File: config.mk
export PLATFORM = sky130hd
export DESIGN_NAME = lfsr_rng
export DESIGN_NICKNAME = d
export VERILOG_FILES = /design/src/rtl/rng_pkg.sv /design/src/rtl/lfsr_core.sv /design/src/rtl/lfsr_rng.sv
export SDC_FILE = /design/constraint.sdc
export NUM_CORES = 1
export LEC_CHECK = 0
export BUFFER_PORTS_ARGS = -buffer_cell sky130_fd_sc_hd__buf_4
export CAP_MARGIN = 10
export CORE_MARGIN = 2
export CORE_UTILIZATION = 45
export DETAILED_ROUTE_END_ITERATION = 7
export GPL_TIMING_DRIVEN = 0
export HOLD_SLACK_MARGIN = 0.12
export MAX_ROUTING_LAYER = met4
export PLACE_DENSITY = 0.73
export SYNTH_ARGS = -nofsm -noshare
export SYNTH_HDL_FRONTEND = slang
export SYNTH_HIERARCHICAL = 1
export SYNTH_SLANG_ARGS = --single-unit
export TNS_END_PERCENT = 20
File: constraint.sdc
create_clock -name clk -period 1.51 [get_ports clk]
set_input_delay 0.151 -clock clk [delete_from_list [all_inputs] [get_ports clk]]
set_output_delay 0.151 -clock clk [all_outputs]
set_load 0.02 [all_outputs]
File: src/rtl/rng_pkg.sv
// Shared types and constants for the ranged LFSR random generator.
// Holds the draw FSM encoding and maximal-length Fibonacci tap masks.
package rng_pkg;

    typedef enum logic {
        ST_IDLE = 1'b0,
        ST_DRAW = 1'b1
    } rng_state_e;

    // Feedback masks (bit i set -> lfsr[i] feeds the XOR) for common widths.
    localparam logic [7:0]  TAPS_W8  = 8'hB8;
    localparam logic [15:0] TAPS_W16 = 16'hB400;
    localparam logic [23:0] TAPS_W24 = 24'hE10000;
    localparam logic [31:0] TAPS_W32 = 32'h80200003;

    // Width of the rejection counter; covers MAX_TRIES up to 255.
    localparam int TRIES_W = 8;

endpackage

File: src/rtl/lfsr_core.sv
// Fibonacci LFSR register with seed load and a guard that keeps it out of
// the all-zero lock-up state.
module lfsr_core #(
    parameter int               WIDTH = 16,
    parameter logic [WIDTH-1:0] TAPS  = WIDTH'(16'hB400)
) (
    input  logic             clk,
    input  logic             reset,
    input  logic             load_i,
    input  logic [WIDTH-1:0] seed_i,
    input  logic             step_i,
    output logic [WIDTH-1:0] state_o
);

    logic [WIDTH-1:0] lfsr_q;
    logic [WIDTH-1:0] lfsr_d;

    always_comb begin
        lfsr_d = lfsr_q;
        if (load_i) begin
            // A zero seed would freeze the sequence, so substitute all-ones.
            lfsr_d = (seed_i == '0) ? '1 : seed_i;
        end else if (step_i) begin
            lfsr_d = {lfsr_q[WIDTH-2:0], ^(lfsr_q & TAPS)};
        end
    end

    // NOTE: state registers use non-blocking assignments so every flop samples
    // pre-edge values, independent of process evaluation order.
    always_ff @(posedge clk or posedge reset) begin
        if (reset) lfsr_q <= '1;
        else       lfsr_q <= lfsr_d;
    end

    assign state_o = lfsr_q;

endmodule

File: src/rtl/lfsr_rng.sv
// Ranged random generator: rejection-samples the low LFSR bits into
// [0, RANGE), falling back to a folded candidate after MAX_TRIES rejections.
module lfsr_rng
    import rng_pkg::*;
#(
    parameter int               WIDTH     = 16,
    parameter logic [WIDTH-1:0] TAPS      = WIDTH'(TAPS_W16),
    parameter int               RANGE     = 3,
    parameter int               MAX_TRIES = 8,
    localparam int              OUT_W     = $clog2(RANGE)
) (
    input  logic             clk,
    input  logic             reset,
    input  logic             seed_load,
    input  logic [WIDTH-1:0] seed,
    input  logic             free_run,
    input  logic             req,
    output logic             busy,
    output logic             valid,
    output logic [OUT_W-1:0] value,
    output logic             fallback,
    output logic [WIDTH-1:0] raw
);

    localparam logic [OUT_W:0]     RANGE_V  = (OUT_W + 1)'(RANGE);
    localparam logic [TRIES_W-1:0] LAST_TRY = TRIES_W'(MAX_TRIES - 1);

    rng_state_e         state_q, state_d;
    logic [TRIES_W-1:0] tries_q, tries_d;
    logic [OUT_W-1:0]   value_q, value_d;
    logic               valid_q, valid_d;
    logic               fallback_q, fallback_d;
    logic               lfsr_step;
    logic [WIDTH-1:0]   lfsr_state;
    logic [OUT_W-1:0]   cand;
    logic [OUT_W:0]     folded;

    lfsr_core #(
        .WIDTH (WIDTH),
        .TAPS  (TAPS)
    ) u_core (
        .clk     (clk),
        .reset   (reset),
        .load_i  (seed_load),
        .seed_i  (seed),
        .step_i  (lfsr_step),
        .state_o (lfsr_state)
    );

    assign cand = lfsr_state[OUT_W-1:0];
    // 2^OUT_W < 2*RANGE, so a rejected candidate minus RANGE is in range.
    assign folded = {1'b0, cand} - RANGE_V;

    // NOTE: every output of this block gets a default first, so no path can
    // leave a variable unassigned and infer a latch.
    always_comb begin
        state_d    = state_q;
        tries_d    = tries_q;
        value_d    = value_q;
        valid_d    = 1'b0;
        fallback_d = 1'b0;
        lfsr_step  = 1'b0;

        if (seed_load) begin
            state_d = ST_IDLE;
            tries_d = '0;
        end else begin
            unique case (state_q)
                ST_IDLE: begin
                    lfsr_step = free_run;
                    if (req) begin
                        state_d = ST_DRAW;
                        tries_d = '0;
                    end
                end
                ST_DRAW: begin
                    lfsr_step = 1'b1;
                    if ({1'b0, cand} < RANGE_V) begin
                        value_d = cand;
                        valid_d = 1'b1;
                        state_d = ST_IDLE;
                    end else if (tries_q == LAST_TRY) begin
                        value_d    = folded[OUT_W-1:0];
                        valid_d    = 1'b1;
                        fallback_d = 1'b1;
                        state_d    = ST_IDLE;
                    end else begin
                        tries_d = tries_q + 1'b1;
                    end
                end
            endcase
        end
    end

    always_ff @(posedge clk or posedge reset) begin
        if (reset) begin
            state_q    <= ST_IDLE;
            tries_q    <= '0;
            value_q    <= '0;
            valid_q    <= 1'b0;
            fallback_q <= 1'b0;
        end else begin
            state_q    <= state_d;
            tries_q    <= tries_d;
            value_q    <= value_d;
            valid_q    <= valid_d;
            fallback_q <= fallback_d;
        end
    end

    assign busy     = (state_q == ST_DRAW);
    assign valid    = valid_q;
    assign value    = value_q;
    assign fallback = fallback_q;
    assign raw      = lfsr_state;

endmodule

======== Word-level counts from Yosys, hierarchy flattened ========
Cells that the tools add are included.
operators by class
  reduce and logical (&&, ||, !) cells .... 6
  equal/unequal tests ..................... 4
  bitwise operators ....................... 2
  muxes and demuxes ....................... 24
  magnitude comparators ................... 1
  add/sub/neg operators ................... 2
operators by type and width
  cell                 count
  $mux 16              3
  $mux 8               4
  $logic_not 16->1     1
  $pmux 8 s2           1
  $reduce_xor 16->1    1
  $mux 1               12
  $ne 3x3->1 const B   3
  $add 8x1->8 const B  1
  $eq 8x3->1 const B   1
  $reduce_and 3->1     2
  $mux 2               2
  $pmux 1 s2           2
  $reduce_bool 2->1    2
  $lt 2x2->1 const B   1
  $not 1->1            2
  $sub 2x2->2 const B  1
word-level totals
  output and inout bits ................... 21
  flip-flop bits (word level) ............. 29
  input port bits ......................... 21
  logic and storage cells ................. 45

======== Depth between registers and ports, before layout ========
Gate-level depths: netlist of the first run.
  depth in word-level cells ............... 5
  gate-level depth with buffers ........... 6
  depth with buffers taken out ............ 5

======== Hierarchy ========
Netlist of the first run, hierarchy kept.
by module, submodules not included
  module     instances  area each (um2)  cells an instance  sequential area each (um2)
  lfsr_core  1          878.3            64                 420.4
  lfsr_rng   1          685.7            68                 325.3

======== Worst setup path after synthesis of the first run ========
OpenSTA, ideal clock, no wires.
  path kind ............................... register to register
  start ................................... reg tries_q[0]
  end ..................................... reg tries_q[5]
  required time ........................... 1.384 ns
  arrival ................................. 1.515 ns
  slack ................................... -0.131 ns
  stages on the path, launching flop included .. 6
  library setup time ...................... 0.126 ns
  cells stage by stage .................... dfrtp_1 -> ha_1 -> and4bb_4 -> a21o_1 -> and2_4 -> a221o_1
on the way
  cells in the longest elaborated chain, start to end .. 5
  elaborated cells on any way between the ends .. 8
ends and longest elaborated chain
  element                   line             source
  start: declaration        lfsr_rng.sv:29   logic [TRIES_W-1:0] tries_q, tries_d;
  start signal: assignment  lfsr_rng.sv:104  tries_q <= tries_d;
  $add 8x1->8               lfsr_rng.sv:88   tries_d = tries_q + 1'b1;
  $mux 8                    lfsr_rng.sv:82   end else if (tries_q == LAST_TRY) begin
  $mux 8                    lfsr_rng.sv:78   if ({1'b0, cand} < RANGE_V) begin
  $pmux 8 s2                lfsr_rng.sv:68   unique case (state_q)
  $mux 8                    lfsr_rng.sv:64   if (seed_load) begin
Parallel ways exist; a longest one is shown, timed or not. The select of a mux whose other input is x is not followed.
A chain may end at the register's enable or synchronous reset.

======== Worst setup path in the final report of the first run ========
  start ................................... reg tries_q[0]
  end ..................................... reg tries_q[7]
The elaborated chain is that of the path after synthesis.

==> results of run 1 <==
## per-stage QoR
stage / cell area, um^2 / hold WS, ps / setup slack, ps
6_report: 2320 / 214 / -110
5_1_grt: 2320 / 212 / -135
4_1_cts: 2260 / 206 / -86.9
3_5_place_dp: 1940 / 222 / -159
3_3_place_gp: 1940 / 214 / -134
2_1_floorplan: 1570 / 27.9 / -31.1
## layout by cell type (no fill, tap or decap), drive strengths merged, types with 3 or more instances in the layout
master / instances
a22o: 7
and3: 4
buf: 54
clkbuf: 8
dfrtp: 13
dfstp: 16
dlygate4sd3: 19
inv: 4
mux2: 15
nand2: 5
nand2b: 3
nand3: 5
nor2: 7
nor4: 4
o21ai: 5
o22a: 15
## synth_stat cells, types with 2 or more instances
| master | count | share of area (%) |
|---|---|---|
| xor2_1 | 2 | 1.1 |
| a22o_1 | 7 | 3.9 |
| buf_2 | 3 | 0.96 |
| mux2_2 | 15 | 11 |
| and4_1 | 2 | 1.1 |
| o21ai_0 | 5 | 1.6 |
| nor4_1 | 4 | 1.6 |
| nand2_1 | 5 | 1.2 |
| nand2b_1 | 2 | 0.80 |
| and3_1 | 4 | 1.6 |
| mux2i_1 | 2 | 1.3 |
| nand3_1 | 5 | 1.6 |
| xnor2_1 | 2 | 1.1 |
| inv_1 | 4 | 0.96 |
| a21oi_1 | 2 | 0.64 |
| dfstp_2 | 16 | 27 |
| nor2_1 | 7 | 1.7 |
| dfrtp_1 | 13 | 21 |
| a221o_1 | 2 | 1.3 |
| o22a_2 | 15 | 9.6 |
## cells by family (layout without fill, tap and decap cells)
kind of cell	Yosys count	in the layout
flip-flops	29	29
adder cells (fa/ha/maj)	1	1
AO/OA/AOI/OAI	36	36
XOR/XNOR	4	4
multiplexers	17	17
buffers and inverters	10	86
AND/OR/NAND/NOR	35	35
## sequential cells by signal (all words and copies together), names as in the netlist
signal / cells
tries_q: 8
value: 2
valid: 1
busy: 1
fallback: 1
u_core/state_o: 16
## path summary, 6_finish.rpt
kind / slack, ps / cells past startpoint / end
max: -110 / 5 / tries_q[7]$_DFFE_PP0P_
min: 210 / 3 / u_core/state_o[0]$_DFFE_PP1P_
max reg2reg: -110 / 5 / tries_q[7]$_DFFE_PP0P_
min reg2reg: 520 / 2 / value[1]$_DFFE_PP0P_
max in group asynchronous: 680 / 3 / u_core/state_o[5]$_DFFE_PP1P_
min in group asynchronous: 420 / 3 / tries_q[3]$_DFFE_PP0P_
## metal layers
metal	routed length, um	global-route usage, %	part of all wire [%]	up-vias
li1	-	-	-	655
met5	0	-	0	-
met4	100	8.89	2.5	0
met3	228	6.67	5.6	12
met1	1610	24.7	40	685
met2	2110	37.9	52	49
## report_power, final
| part | switching, W | internal [W] | leakage (nW) |
|---|---|---|---|
| Clock | 0.000281 | 0.000270 | 0.0413 |
| Sequential | 0.0000614 | 0.000884 | 0.341 |
| Combinational | 0.000273 | 0.000337 | 0.642 |
## area by class of cell
| type | count | area (um^2) |
|---|---|---|
| Inverter | 4 | 15.0 |
| Clock inverter | 1 | 5.00 |
| Clock buffer | 7 | 65.1 |
| Tap cell | 46 | 57.6 |
| Fill cell | 254 | 1020 |
| Sequential cell | 29 | 747 |
| Multi-Input combinational cell | 93 | 805 |
| Buffer | 6 | 65.1 |
| Timing Repair Buffer | 68 | 558 |
## worst max-delay path, stage by stage (launching register included)
cell and delay [ps]:
dfrtp_1 440, ha_4 190, and4bb_4 210, a21o_4 220, and2_4 150, a221o_1 310
## what timing repair did
| item | in CTS | in global routing |
|---|---|---|
| pin swaps | 1 | 4 |
| hold buffers | 19 | 0 |
| buffers inserted | 6 | 2 |
| resized for setup | 5 | 8 |
| hold endpoints to repair | 30 | 0 |
| endpoints found under the setup margin | 16 | 17 |
==> results by group, run 1 <==
Timing
  – Max Slew Vio Count: 0
  – Slew @ Worst Pin: 602 ps
  – Number of failing hold endpoints at the final stage: 0
  – Min Tclk post-route: 1620 ps
  – Skew final: between 6 and 7 ps
  – Post-route setup slack: -110 ps
  – RSZ-0062 raised after global routing: true
  – Max Freq: 617 MHz
  – Period utilization: 107%
  – Final setup fails: 8
  – Post-Route Setup TNS: -300 ps
  – Slew headroom: approximately three fifths

GRT
  – Gr ovfl total: 0
  – First-pass GRT wire length: between 6000 and 7000 um
  – Vias in the first global route: 1444
  – Pin count of the biggest net entering global routing: 17
  – Overall global routing resource usage: 22.4%
  – Initial antenna violation count: 0

Power
  – Cell Pwr Density: 909 nW/um^2
  – Worst VDD drop: about 0.70 mV
  – Leakage dissipation: 1.02 nW
  – Total power: between 0.002 and 0.0025 W

Yosys
  – Post-synth EDFFs: 0
  – Ys flop type: dfstp_2
  – Avg Cell Area, Syn: 11.8 um^2
  – Mux contribution to synthesized area: 12.1%
  – Post-synthesis simple-gate area fraction: 13.8%
  – XOR/XNOR Fraction of Synth Area: 2.24%
  – Largest family of logic cells by synthesized area: compound AO/OA/AOI/OAI gates
  – Netlist cell types: 35
  – Synthesized area: 1560 um^2
  – Area share of fa/ha/maj cells after synthesis: 0.800%
  – Sequential-to-total area share from yosys stat: 47.7%
  – Synth Warn #: 6
  – Number of synthesized register bits: 29
  – Synth Instances: about 130
  – Synthesized net count: 154
  – Post-synthesis compound-gate area fraction: 19.5%
  – Async SR Flop Fraction: 100%

Clocking
  – Num CTS Buffers: 5
  – CTS tree: built
  – Bufs on Longest Clock Path: 2
  – H-tree depth: 2
  – Sinks on Clock Net: 29
  – Clock transition at the registers of the reported paths: 100 ps
  – Clock Latency Late Sink: about 330 ps
  – Clk root buf: clkbuf_4

Route
  – Mean routed wirelength per cell: 16.0 um
  – DRC Markers: 0
  – Starting DRT DRC Count: 61
  – Via count: 1401
  – Detailed Route WL: around 4100 um
  – Vias/cell: 5.52
  – Drt pass-1 iters: 4
  – Remaining antenna violation count after routing: 0

Floorplan
  – Die height: 63.0 um
  – I/O Pins: 42
  – Rows: 21
  – Initial core utilization: 46.9%
  – Die X: 63.0 um
  – Die Footprint: 3960 um^2
  – Core area: approximately 3300 um^2

Worst setup path
  – Worst setup EP type: flop
  – Critical path class: flop to flop
  – Largest fanout on the critical path: 5
  – Worst EP arrival: 1840 ps
  – Critical path required time: 1730 ps
  – Crit start category: flop
  – R2R Path Start: tries_q[0]$_DFFE_PP0P_
  – Setup crit start: tries_q[0]$_DFFE_PP0P_

Finish
  – Diodes inserted: 0
  – Final core occ: 69.4%
  – Post-Layout Cell Count: 254
  – Synthesis-to-finish area growth: 48.2%
  – Nets: 229
  – Layout cells sized above 1: 56.3%

Outcome
  – Status: finished, violations left
  – Violated checks: setup timing

Placement
  – Placer Congestion: 0.818
  – Port Buffers: 41
  – Placed Cells: 219
  – Final HPWL DP: 2610 um

Flow run
  – # Max-Cap Violations: 0

Min path
  – HP Start: seed_load
  – Worst Hold Class: primary input to flop
(Power assumes the default switching activity.)
==> run 2: changes to the inputs <==
--- a/config.mk
+++ b/config.mk
@@ -14,6 +14,7 @@
 export HOLD_SLACK_MARGIN = 0.12
 export MAX_ROUTING_LAYER = met4
 export PLACE_DENSITY = 0.73
+export SKIP_CTS_REPAIR_TIMING = 1
 export SYNTH_ARGS = -nofsm -noshare
 export SYNTH_HDL_FRONTEND = slang
 export SYNTH_HIERARCHICAL = 1
==> results by group, run 2 (synthesized netlist as in run 1, its figures left out) <==
Route
  – Remaining antenna violation count after routing: 0 (unchanged)
  – Starting DRT DRC Count: 77 (+26%)
  – Mean routed wirelength per cell: 15.9 um (-0.43%)
  – Detailed Route WL: 3990 um (-1.6%)
  – Via count: 1355 (-3.3%)
  – Vias/cell: 5.40 (-2.1%)
  – Drt pass-1 iters: 4 (unchanged)
  – DRC Markers: 0 (unchanged)

Finish
  – Final core occ: 69.1% (-0.37 points)
  – Post-Layout Inst Area: 2300 um^2 (-0.54%)
  – Synthesis-to-finish area growth: 47.4%
  – Diodes inserted: 0 (unchanged)
  – Layout cells sized above 1: 56.1% (-0.15 points)
  – Max reg flops: 16 (unchanged)
  – Nets: 226 (-1.3%)
  – Most frequent cells in the layout: 49 x buf_4, 18 x dlygate4sd3_1, 16 x dfstp_2
  – Commonest non-fill, non-tap cell in the layout: buf_4

Worst setup path
  – R2R cell count: 5 (unchanged)
  – R2R Path Start: tries_q[0]$_DFFE_PP0P_
  – Worst EP arrival: 1870 ps (+30 ps)
  – Critical path class: flop to flop
  – FF-to-FF setup slack: -130 ps (-20 ps)
  – Worst setup EP type: flop
  – Largest fanout on the critical path: 5 (unchanged)
  – Critical path required time: 1740 ps (about the same)
  – Crit start category: flop
  – Setup crit start: tries_q[0]$_DFFE_PP0P_
  – Reg2reg end: tries_q[7]$_DFFE_PP0P_

Floorplan
  – I/O Pins: 42 (unchanged)
  – Rows: 21 (unchanged)
  – Initial core utilization: 46.9% (unchanged)
  – Core area: 3340 um^2 (unchanged)
  – Die X: 63.0 um (unchanged)
  – Die Footprint: 3960 um^2 (unchanged)
  – Die height: 63.0 um (unchanged)

Min path
  – Hold Path End: busy$_DFF_PP0_
  – HP Start: req
  – Worst Hold Class: primary input to flop
  – WHS Path Cells: 3 (unchanged)

Timing
  – Number of failing hold endpoints at the final stage: 0 (unchanged)
  – Final setup fails: 6 (-2)
  – RSZ-0062 raised after global routing: true
  – Skew final: 5.23 ps (-0.984 ps)
  – Slew @ Worst Pin: 598 ps (-3.47 ps)
  – Max Slew Vio Count: 0 (unchanged)
  – Slew headroom: 60.1% (+0.23 points)
  – Min Tclk post-route: 1640 ps (+20.2 ps)
  – Max Freq: 610 MHz (-1.2%)
  – Period utilization: 109% (+1.3 points)
  – Post-route setup slack: -130 ps (-20.2 ps)
  – Post-Route Setup TNS: -376 ps (-75.7 ps)

Clocking
  – Sinks on Clock Net: 29 (unchanged)
  – H-tree depth: 2 (unchanged)
  – Clock transition at the registers of the reported paths: 90 ps (about the same)
  – Num CTS Buffers: 5 (unchanged)
  – Clock Latency Late Sink: 340 ps (about the same)
  – CTS tree: built
  – Clk root buf: clkbuf_4
  – Bufs on Longest Clock Path: 2 (unchanged)

GRT
  – Pin count of the biggest net entering global routing: 17 (unchanged)
  – Gr ovfl total: 0 (unchanged)
  – Overall global routing resource usage: 20.0% (-2.4 points)
  – Initial antenna violation count: 0 (unchanged)
  – Vias in the first global route: 1302 (-9.8%)
  – First-pass GRT wire length: 6000 um (-9.8%)

Placement
  – Area after DPL: 1940 um^2 (unchanged)
  – Port Buffers: 41 (unchanged)
  – Final HPWL DP: 2610 um (unchanged)
  – Placer Congestion: 0.818 (unchanged)

Power
  – Worst VDD drop: 0.715 mV (+2.1%)
  – Total power: 0.00212 W (+0.58%)
  – Leakage dissipation: 1.03 nW (+0.26%)
  – Cell Pwr Density: 919 nW/um^2 (+1.1%)

Outcome
  – Status: finished, violations left
  – Violated checks: setup timing

Flow run
  – # Max-Cap Violations: 0 (unchanged)
-- run 2: cell type report --
class | instances | area [um^2]
Clock inverter | 1 | 5.00
Sequential cell | 29 | 749
Tap cell | 46 | 57.6
Multi-Input combinational cell | 93 | 810
Timing Repair Buffer | 65 | 533
Clock buffer | 7 | 65.1
Buffer | 6 | 70.1
Inverter | 4 | 15.0
Fill cell | 248 | 1030
-- run 2: layer usage --
layer | track usage, % | part of all wire (%)
met3 | 6.49 | 4.6
met4 | 5.83 | 2.0
met1 | 22.7 | 39
met2 | 33.8 | 54
met5 | - | 0
-- run 2: how the worst max path moves through the flow --
stage | endpoint | slack, ps | cells past startpoint
floorplan | tries_q[5]$_DFFE_PP0P_ | -30 | 5
global placement | tries_q[4]$_DFFE_PP0P_ | -130 | 6
detailed placement | tries_q[4]$_DFFE_PP0P_ | -160 | 6
CTS | tries_q[4]$_DFFE_PP0P_ | -170 | 6
global route | tries_q[5]$_DFFE_PP0P_ | -160 | 5
finish | tries_q[7]$_DFFE_PP0P_ | -130 | 5
-- run 2: metrics by stage --
stage / std cells / hold WS (ps) / setup slack, ps
4_1_cts: 227 / -136 / -172
3_5_place_dp: 219 / 222 / -159
3_3_place_gp: 219 / 214 / -134
5_1_grt: 251 / 117 / -163
6_report: 251 / 117 / -130
2_1_floorplan: 132 / 27.9 / -31.1
-- run 2: worst max-delay path, cell delays in order (launching register included) --
cell and delay (ps):
dfrtp_2 460, ha_4 180, and4bb_4 200, a21o_1 210, and2_4 170, a221o_1 300
-- run 2: power breakdown --
group	internal [W]	switching, W	total, W
sequential	0.000885	0.0000648	0.000950
clock	0.000269	0.000287	0.000556
combinational	0.000344	0.000269	0.000613
==> run 3: changes to the inputs <==
--- a/config.mk
+++ b/config.mk
@@ -8,12 +8,11 @@
 export BUFFER_PORTS_ARGS = -buffer_cell sky130_fd_sc_hd__buf_4
 export CAP_MARGIN = 10
 export CORE_MARGIN = 2
-export CORE_UTILIZATION = 45
+export CORE_UTILIZATION = 47
 export DETAILED_ROUTE_END_ITERATION = 7
-export GPL_TIMING_DRIVEN = 0
 export HOLD_SLACK_MARGIN = 0.12
 export MAX_ROUTING_LAYER = met4
-export PLACE_DENSITY = 0.73
+export PLACE_DENSITY = 0.75
 export SKIP_CTS_REPAIR_TIMING = 1
 export SYNTH_ARGS = -nofsm -noshare
 export SYNTH_HDL_FRONTEND = slang
==> results by group, run 3 (synthesized netlist as in run 1, its figures left out) <==
Route
  – Mean routed wirelength per cell: 15.7 um (-1.0%)
  – Drt pass-1 iters: 4 (unchanged)
  – Detailed Route WL: 4080 um (+2.1%)
  – DRC Markers: 0 (unchanged)
  – Starting DRT DRC Count: 77 (unchanged)
  – Remaining antenna violation count after routing: 0 (unchanged)
  – Via count: 1405 (+3.7%)
  – Vias/cell: 5.42 (+0.49%)

Finish
  – Post-Layout Inst Area: 2310 um^2 (+0.11%)
  – Final core occ: 74.4% (+5.3 points)
  – Most frequent cells in the layout: 62 x buf_4, 18 x dlygate4sd3_1, 16 x dfstp_2
  – Nets: 236 (+4.4%)
  – Layout cells sized above 1: 57.7% (+1.6 points)
  – Diodes inserted: 0 (unchanged)
  – Commonest non-fill, non-tap cell in the layout: buf_4
  – Max reg flops: 16 (unchanged)
  – Synthesis-to-finish area growth: 47.5%

Floorplan
  – Initial core utilization: 50.4% (+3.5 points)
  – Core area: 3100 um^2 (-7.0%)
  – I/O Pins: 42 (unchanged)
  – Die Footprint: 3810 um^2 (-4.0%)
  – Die X: 61.7 um (-2.0%)
  – Die height: 61.7 um (-2.0%)
  – Rows: 20 (-4.8%)

GRT
  – Pin count of the biggest net entering global routing: 19 (+2)
  – Overall global routing resource usage: 23.0% (+2.9 points)
  – First-pass GRT wire length: 6160 um (+2.8%)
  – Vias in the first global route: 1368 (+5.1%)
  – Initial antenna violation count: 0 (unchanged)
  – Gr ovfl total: 0 (unchanged)

Power
  – Internal Power: 0.00147 W (-1.9%)
  – Sw frac: 29.1% (-0.18 points)
  – Worst VDD drop: 0.643 mV (-10%)
  – Total power: 0.00207 W (-2.1%)
  – Sequential share of power: 45.7% (+0.9 points)
  – Clock Power Share: 26.4% (+0.2 points)
  – Cell Pwr Density: 899 nW/um^2 (-2.2%)
  – Switching power total: 0.000604 W (-2.8%)
  – Leakage dissipation: 1.04 nW (+1.5%)
  – Combinational Power Share: 27.9% (-1.0 points)

Worst setup path
  – Critical path required time: 1720 ps (-20 ps)
  – Worst setup EP type: flop
  – Largest fanout on the critical path: 5 (unchanged)
  – R2R cell count: 5 (unchanged)
  – Crit start category: flop
  – CP cell instances: ha_2, and4bb_4, a21o_1, and2_4, a221o_1
  – Critical path class: flop to flop
  – CP max stage delay: 400 ps (-60 ps)
  – Worst EP arrival: 1800 ps (-70 ps)
  – Slowest CP cell: dfrtp_1

Outcome
  – Violated checks: setup timing
  – Status: finished, violations left

Timing
  – Number of failing hold endpoints at the final stage: 0 (unchanged)
  – Max Slew Vio Count: 0 (unchanged)
  – Slew @ Worst Pin: 614 ps (+15.7 ps)
  – Min Tclk post-route: 1590 ps (-45.8 ps)
  – RSZ-0062 raised after global routing: true
  – Max Freq: 627 MHz (+2.9%)
  – Hold Slack: 124 ps (+7.25 ps)
  – Period utilization: 106% (-3.0 points)
  – Slew headroom: 59.0% (-1.0 points)
  – Final setup fails: 15 (+9)
  – Post-route setup slack: -84.5 ps (+45.8 ps)
  – Skew final: 12.3 ps (+7.03 ps)

Clocking
  – Num CTS Buffers: 5 (unchanged)
  – Sinks on Clock Net: 29 (unchanged)
  – H-tree depth: 2 (unchanged)
  – CTS tree: built
  – Clk root buf: clkbuf_4
  – Clock transition at the registers of the reported paths: 90 ps (about the same)
  – Clock Latency Late Sink: 330 ps (about the same)
  – Bufs on Longest Clock Path: 2 (unchanged)

Placement
  – Port Buffers: 41 (unchanged)
  – Final HPWL DP: 2740 um (+5.2%)
  – Area after DPL: 2030 um^2 (+5.1%)
  – Placer Congestion: 0.839 (+2.5%)

Flow run
  – # Max-Cap Violations: 0 (unchanged)

Min path
  – Worst Hold Class: primary input to flop
  – WHS Path Cells: 3 (unchanged)
run 3: cell count changes in the layout (fill, tap and decap cells not counted), sizes merged:
cell	previous run	this run
buf	52	63
clkbuf	8	7
run 3: final timing paths:
kind / start / to / slack (ps)
min in group asynchronous: reset / tries_q[3]$_DFFE_PP0P_ / 430
max in group asynchronous: reset / u_core/state_o[3]$_DFFE_PP1P_ / 650
min: req / busy$_DFF_PP0_ / 120
min reg2reg: value[1]$_DFFE_PP0P_ / value[1]$_DFFE_PP0P_ / 550
max: tries_q[0]$_DFFE_PP0P_ / tries_q[5]$_DFFE_PP0P_ / -80
max reg2reg: tries_q[0]$_DFFE_PP0P_ / tries_q[5]$_DFFE_PP0P_ / -80
run 3: area by class of cell:
| type | instances | area [um^2] |
|---|---|---|
| Clock buffer | 7 | 65.1 |
| Inverter | 4 | 15.0 |
| Multi-Input combinational cell | 93 | 763 |
| Fill cell | 228 | 796 |
| Timing Repair Buffer | 81 | 657 |
| Clock inverter | 1 | 5.00 |
| Sequential cell | 29 | 747 |
| Tap cell | 44 | 55.1 |
run 3: routing by layer:
metal / wire length (um) / up-vias / GRT usage [%]
li1: - / 667 / -
met2: 2240 / 49 / 39.8
met3: 215 / 5 / 5.67
met4: 34 / 0 / 7.90
met5: 0 / - / -
met1: 1590 / 684 / 25.5
run 3: power by group through the flow:
stage | sequential (W) | clock (W) | combinational [W]
2_1_floorplan | 0.00104 | 0 | 0.000233
3_3_place_gp | 0.000953 | 0 | 0.000521
3_5_place_dp | 0.000959 | 0 | 0.000534
4_1_cts | 0.000946 | 0.000563 | 0.000535
5_1_grt | 0.000959 | 0.000608 | 0.000623
6_report | 0.000948 | 0.000547 | 0.000579
run 3: metrics by stage:
step / cells / setup WS, ps / setup TNS (ps)
6_report: 259 / -84.5 / -288
5_1_grt: 259 / -134 / -2040
3_5_place_dp: 231 / -62.0 / -110
4_1_cts: 239 / -83.2 / -174
3_3_place_gp: 231 / -8.47 / -15.1
2_1_floorplan: 132 / -31.1 / -106
run 3: worst max-delay path, delay by kind of cell (launching register included):
kind            cells  cell delay (ps)
fa+ha+maj           1              200
compound gates      2              510
simple gates        2              380
flops               1              400
